**config.mk**
```make
export PLATFORM = sky130hd
export DESIGN_NAME = alu_ctrl_fsm
export DESIGN_NICKNAME = d
export VERILOG_FILES = /design/src/rtl/alu_ctrl_fsm.sv
export SDC_FILE = /design/constraint.sdc
export NUM_CORES = 1
export LEC_CHECK = 0
export BUFFER_PORTS_ARGS = -buffer_cell sky130_fd_sc_hd__buf_4
export CAP_MARGIN = 20
export CORE_MARGIN = 5
export CORE_UTILIZATION = 30
export DETAILED_ROUTE_END_ITERATION = 16
export GPL_TIMING_DRIVEN = 0
export HOLD_SLACK_MARGIN = 0.15
export PLACE_DENSITY = 0.49
export REMOVE_ABC_BUFFERS = 1
export SETUP_SLACK_MARGIN = 0.05
export SYNTH_ARGS = -nofsm -noshare
export SYNTH_HDL_FRONTEND = slang
export SYNTH_SLANG_ARGS = --single-unit
```
**constraint.sdc**
```tcl
create_clock -name Clk -period 2.4 [get_ports Clk]
set_input_delay 0.36 -clock Clk [delete_from_list [all_inputs] [get_ports Clk]]
set_output_delay 0.36 -clock Clk [all_outputs]
set_load 0.01 [all_outputs]
```
**src/rtl/alu_ctrl_fsm.sv**
```systemverilog
// rtl/alu_ctrl_fsm.sv - instruction fetch/decode control FSM driving the ALU select and datapath enables
// Optional macro: ALU_CTRL_ILLEGAL_TRAP_EN (illegal opcodes trap to Halt and set sticky Illegal)
module alu_ctrl_fsm #(
   parameter int DAW = 8,
   parameter int RAW = 4
) (
   input  logic             Clk,
   input  logic             Reset,
   input  logic [15:0]      IR_in,
   output logic             PC_clr,
   output logic             PC_up,
   output logic [DAW-1:0]   D_addr,
   output logic             D_wr,
   output logic             RF_s,
   output logic [RAW-1:0]   RF_W_addr,
   output logic             RF_W_en,
   output logic [RAW-1:0]   RF_Ra_addr,
   output logic [RAW-1:0]   RF_Rb_addr,
   output logic [2:0]       ALU_s0,
   output logic             Halted,
`ifdef ALU_CTRL_ILLEGAL_TRAP_EN
   output logic [3:0]       OutState,
   output logic             Illegal
`else
   output logic [3:0]       OutState
`endif
);

   typedef enum logic [3:0] {
      S_INIT   = 4'd0,
      S_FETCH  = 4'd1,
      S_DECODE = 4'd2,
      S_NOOP   = 4'd3,
      S_LOADA  = 4'd4,
      S_LOADB  = 4'd5,
      S_STORE  = 4'd6,
      S_ALUOP  = 4'd7,
      S_HALT   = 4'd8
   } state_t;

   localparam logic [3:0] OP_NOOP  = 4'd0;
   localparam logic [3:0] OP_STORE = 4'd1;
   localparam logic [3:0] OP_LOAD  = 4'd2;
   localparam logic [3:0] OP_ADD   = 4'd3;
   localparam logic [3:0] OP_SUB   = 4'd4;
   localparam logic [3:0] OP_HALT  = 4'd5;
   localparam logic [3:0] OP_XOR   = 4'd6;
   localparam logic [3:0] OP_OR    = 4'd7;
   localparam logic [3:0] OP_AND   = 4'd8;
   localparam logic [3:0] OP_INC   = 4'd9;
   localparam logic [3:0] OP_MOV   = 4'd10;

   state_t           state_q, state_d;
   logic [15:0]      ir_q, ir_d;
   logic             pc_clr_q, pc_clr_d;
   logic             pc_up_q, pc_up_d;
   logic             d_wr_q, d_wr_d;
   logic             rf_s_q, rf_s_d;
   logic             rf_w_en_q, rf_w_en_d;
   logic [RAW-1:0]   rf_ra_addr_q, rf_ra_addr_d;
   logic [2:0]       alu_s0_q, alu_s0_d;
   logic             halted_q, halted_d;
`ifdef ALU_CTRL_ILLEGAL_TRAP_EN
   logic             illegal_q, illegal_d;
`endif

   // Opcode to ALU function code; anything that is not an ALU operation selects 0.
   function automatic logic [2:0] alu_sel(input logic [3:0] op);
      case (op)
         OP_ADD:  alu_sel = 3'd1;
         OP_SUB:  alu_sel = 3'd2;
         OP_MOV:  alu_sel = 3'd3;
         OP_XOR:  alu_sel = 3'd4;
         OP_OR:   alu_sel = 3'd5;
         OP_AND:  alu_sel = 3'd6;
         OP_INC:  alu_sel = 3'd7;
         default: alu_sel = 3'd0;
      endcase
   endfunction

   // Next state, IR capture, and output values for the state being entered,
   // so every output is a flop decoded from the upcoming state and IR.
   always_comb begin
      state_d = state_q;
      ir_d    = ir_q;

      case (state_q)
         S_INIT:   state_d = S_FETCH;
         S_FETCH: begin
            ir_d    = IR_in;
            state_d = S_DECODE;
         end
         S_DECODE: begin
            case (ir_q[15:12])
               OP_NOOP:  state_d = S_NOOP;
               OP_STORE: state_d = S_STORE;
               OP_LOAD:  state_d = S_LOADA;
               OP_HALT:  state_d = S_HALT;
               OP_ADD, OP_SUB, OP_XOR, OP_OR, OP_AND, OP_INC, OP_MOV:
                         state_d = S_ALUOP;
`ifdef ALU_CTRL_ILLEGAL_TRAP_EN
               default:  state_d = S_HALT;
`else
               default:  state_d = S_NOOP;
`endif
            endcase
         end
         S_NOOP:   state_d = S_FETCH;
         S_LOADA:  state_d = S_LOADB;
         S_LOADB:  state_d = S_FETCH;
         S_STORE:  state_d = S_FETCH;
         S_ALUOP:  state_d = S_FETCH;
         S_HALT:   state_d = S_HALT;
         default:  state_d = S_INIT;
      endcase

      pc_clr_d     = (state_d == S_INIT);
      pc_up_d      = (state_d == S_FETCH);
      d_wr_d       = (state_d == S_STORE);
      rf_s_d       = (state_d == S_LOADB);
      rf_w_en_d    = (state_d == S_LOADB) || (state_d == S_ALUOP);
      alu_s0_d     = (state_d == S_ALUOP) ? alu_sel(ir_d[15:12]) : 3'd0;
      rf_ra_addr_d = (state_d == S_STORE) ? ir_d[3:0] : ir_d[11:8];
      halted_d     = (state_d == S_HALT);
`ifdef ALU_CTRL_ILLEGAL_TRAP_EN
      // Opcodes 11-15 are the only way Decode reaches Halt with opcode != HALT.
      illegal_d    = illegal_q ||
                     ((state_q == S_DECODE) && (state_d == S_HALT) && (ir_q[15:12] > OP_MOV));
`endif
   end

   // State, IR and registered outputs; reset abandons any in-flight write at once.
   always_ff @(posedge Clk or posedge Reset) begin
      if (Reset) begin
         state_q      <= S_INIT;
         ir_q         <= 16'd0;
         pc_clr_q     <= 1'b1;
         pc_up_q      <= 1'b0;
         d_wr_q       <= 1'b0;
         rf_s_q       <= 1'b0;
         rf_w_en_q    <= 1'b0;
         rf_ra_addr_q <= '0;
         alu_s0_q     <= 3'd0;
         halted_q     <= 1'b0;
`ifdef ALU_CTRL_ILLEGAL_TRAP_EN
         illegal_q    <= 1'b0;
`endif
      end else begin
         state_q      <= state_d;
         ir_q         <= ir_d;
         pc_clr_q     <= pc_clr_d;
         pc_up_q      <= pc_up_d;
         d_wr_q       <= d_wr_d;
         rf_s_q       <= rf_s_d;
         rf_w_en_q    <= rf_w_en_d;
         rf_ra_addr_q <= rf_ra_addr_d;
         alu_s0_q     <= alu_s0_d;
         halted_q     <= halted_d;
`ifdef ALU_CTRL_ILLEGAL_TRAP_EN
         illegal_q    <= illegal_d;
`endif
      end
   end

   assign PC_clr     = pc_clr_q;
   assign PC_up      = pc_up_q;
   assign D_addr     = ir_q[11:4];
   assign D_wr       = d_wr_q;
   assign RF_s       = rf_s_q;
   assign RF_W_addr  = ir_q[3:0];
   assign RF_W_en    = rf_w_en_q;
   assign RF_Ra_addr = rf_ra_addr_q;
   assign RF_Rb_addr = ir_q[7:4];
   assign ALU_s0     = alu_s0_q;
   assign Halted     = halted_q;
   assign OutState   = state_q;
`ifdef ALU_CTRL_ILLEGAL_TRAP_EN
   assign Illegal    = illegal_q;
`endif

endmodule

```
==> metrics.md <==
| Metric | Value |
|---|---|
| CP Capture Type | flop |
| Reg-to-reg critical path startpoint | ir_q[13] |
| Worst R2R Setup Slack | approximately 0.4 ns |
| Cell total after placement | around 230 |
| Wirelength, routed | about 3400 um |
| GRT busiest layer | met2 |
| Final setup violation count | 0 |
| DRC Markers | 0 |
| Worst hold endpoint | ir_q[5] |
| CP max FO | 7 |
| Synth Instances | 130 |
| Sum Neg Setup Slack | 0 ns |
| Pwr dens | about 1500 nW/um^2 |
| Routed Antenna Nets | 0 |
| Buf+Inv Stages, Crit Path | 2 |
| Worst skew pair latency | about 0.28 ns |
| Top cells by area, synth | dfrtp_1 48%, mux2_2 9.5%, buf_4 7.7%, ha_1 3.0%, mux2i_1 3.0% |
| Via-to-Cell Ratio | between 4 and 5 |
| Met1 Usage GRT | 0.114 |
| GRT Total Usage | 0.0981 |
| Fin Hold WS | about 0.31 ns |
| Post-CTS sizing | 0 |
| CTS max path bufs | 2 |
| Worst Hold Depth | 2 |
| Synth Area per Inst | 12.8 sq um |
| CTS tree | done |
| Tightest Hold Check Type | in -> reg |
| HPWL Detailed | 2630 um |
| Distinct cells, synth | 38 |
| CP arrival | roughly 2.2 ns |
| Port bufs | 50 |
| DR vias | about 1100 |
| Core ar. | around 5400 sq um |
| Worst path cell trace | inv_1 -> ha_1 -> mux2i_1 -> o311ai_2 -> inv_2 -> nand4b_4 -> mux2_1 |
| Max-slew violation count | 0 |
| Num CTS Buffers | 5 |
| Worst reg2reg path endpoint | RF_Ra_addr[0] |
| Yosys reg bits | 33 |
| GR Util met2 | 0.173 |
| Synthesized cell area | 1660 sq um |
| H-tree depth | 2 |
| Post-DR wirelength/cell | 13.7 um |
| Synth warnings | 0 |
| CP max stage delay | about 0.44 ns |
| Initial DRC count | 15 |
| Period Utilization, post-route | 0.833 |
| Vias in the first global route | about 1100 |
| DP Area | around 2000 sq um |
| Share of cells above drive strength 1 | 0.500 |
| Antenna Cells | 0 |
| Largest net degree at the start of global routing | 25 |
| Outcome | finished clean |
| Area Overhead vs Synth | 29.0% |
| Die ar. | ~7100 sq um |
| Count of maximum capacitance violations | 0 |
| R2R depth | 7 |
| Core Util, Final | 0.395 |
| Multi-input gate area | approximately 650 sq um |
| Grt total ovfl | 0 |
| Max stage delay cell, worst path | dfrtp_1 |
| F_max | ~0.5 GHz |
| Synth top area share | 0.482 |
| Clock slew at reported path FFs | 0.07 ns |
| Total Nets Final | 193 |
| Seq/Total Area, Yosys | 0.497 |
| Worst Max-Slew Pin Slew | between 0.4 and 0.5 ns |
| Setup crit start kind | flop |
| Starting density of the core | 0.306 |
| Gpl congestion | between 0.8 and 0.9 |
| Synth area leader | dfrtp_1 |
| First-pass GRT wire length | 5630 um |
| Floorplan row count | 27 |
| Clk_skew | between 0.007 and 0.008 ns |
| RSZ-0062 raised after global routing | no |
| M3 GR Usage | 0.0353 |
| Hold Fails Final Rpt | 0 |
| Top cell family by delay on the critical path | flip-flops |
| Initial antenna violation count | 0 |
| Cell Count, Final, Fillers Out | about 240 |
| Initial DRT Pass Iterations | 4 |
| Crit path time final | approximately 2 ns |
| Final cell area excluding filler cells | ~2100 sq um |
| Peak VDD IR | about 0.50 mV |
| Die width | ~84 um |
| P_leak | 1.04 nW |
| Crit path kind | reg -> reg |
| Clk sinks | 33 |
| Io pins | 51 |
| Fill cell count | 528 |
| Die Height | approximately 84 um |
| CP required | ~2.6 ns |
| HP Start | IR_in[5] |
| Storage element area | 827 sq um |
| Root buf cell | clkbuf_8 |
| Slew headroom | 0.688 |
[registers in the layout, summed over array words and instances (netlist names), 3 cells and up]
name	cells
ir_q	16
OutState	4
RF_Ra_addr	4
ALU_s0	3
[timing repair]
item,CTS,global route
hold buffers,1,0
setup buffers,1,0
setup endpoints to repair,2,0
endpoints found under the hold margin,9,0
[cell usage in the layout (no fill, tap or decap), drive strengths merged]
| cell type | n |
|---|---|
| buf | 53 |
| dfrtp | 32 |
| mux2 | 18 |
| inv | 9 |
| clkbuf | 7 |
| mux2i | 5 |
| nor2 | 5 |
| ha | 4 |
| nor3 | 3 |
| nand3 | 3 |
| a211oi | 3 |
| o21ba | 2 |
| and2b | 2 |
| a21oi | 2 |
| xor2 | 2 |
| nor4 | 2 |
| nor4b | 2 |
| dfstp | 1 |
| or3b | 1 |
| nand4bb | 1 |
| o22ai | 1 |
| or2 | 1 |
| a41oi | 1 |
| or2b | 1 |
| nand2b | 1 |
| o31ai | 1 |
| o311ai | 1 |
| nand4b | 1 |
| o211a | 1 |
| xnor2 | 1 |
| nand2 | 1 |
| o2111ai | 1 |
| and4b | 1 |
| bufinv | 1 |
| dlygate4sd3 | 1 |
[cell type report]
cell class,instances,share of cell area
Tap cell,72,0.0420
Sequential cell,33,0.385
Clock buffer,7,0.0402
Inverter,9,0.0157
Clock inverter,1,0.0140
Timing Repair Buffer,54,0.201
Multi-Input combinational cell,68,0.301
[logic make-up after synthesis]
family                   count (synthesis)  synth area share
multiplexers                            23             0.152
AO/OA/AOI/OAI                           13            0.0775
buffers and inverters                   29             0.114
flip-flops                              33             0.497
adder cells (fa/ha/maj)                  4            0.0301
XOR/XNOR                                 3            0.0158
AND/OR/NAND/NOR                         25             0.114
[metal layers]
metal	up-vias	wire length, um
met5	-	0
met4	0	34
met3	5	192
met2	27	1720
met1	525	1410
li1	518	-
[worst register-to-register path, cell delays in order, from the launching register on]
cell	delay (ns)
dfrtp_1	0.44
inv_1	0.10
ha_1	0.21
mux2i_1	0.11
o311ai_2	0.36
inv_2	0.16
nand4b_4	0.17
mux2_1	0.33
[metrics by stage]
stage | power (mW) | setup slack [ns]
detailed placement | 2.67 | 0.0105
finish | 3.17 | 0.400
global route | 3.40 | 0.217
floorplan | 2.01 | 0.185
CTS | 3.22 | 0.380
global placement | 2.59 | -0.215
[how the worst max path moves through the flow]
stage	start	to	slack (ns)	cells after the start
3_3_place_gp	OutState[1]	ALU_s0[1]	-0.21	5
3_5_place_dp	OutState[1]	ALU_s0[1]	0.01	6
2_1_floorplan	OutState[1]	ALU_s0[1]	0.19	4
4_1_cts	ir_q[13]	RF_Ra_addr[0]	0.38	7
5_1_grt	OutState[1]	ALU_s0[1]	0.22	6
6_report	ir_q[13]	RF_Ra_addr[0]	0.40	7
[synth_stat cells, drive strengths merged]
library cell	number
a211oi	3
a21oi	2
a41oi	1
and2b	2
and4b	1
buf	20
dfrtp	32
dfstp	1
ha	4
inv	9
mux2	18
mux2i	5
nand2	1
nand2b	1
nand3	3
nand4b	1
nand4bb	1
nor2	5
nor3	3
nor4	2
nor4b	2
o2111ai	1
o211a	1
o21ba	2
o22ai	1
o311ai	1
o31ai	1
or2	1
or2b	1
or3b	1
xnor2	1
xor2	2
[power breakdown]
group	total [mW]	leakage, nW	switching [mW]	internal (mW)
logic	1.61	0.577	0.783	0.829
registers	1.03	0.404	0.224	0.804
clock network	0.533	0.0585	0.195	0.338
total	3.17	1.04	1.20	1.97
(Power assumes the default switching activity.)
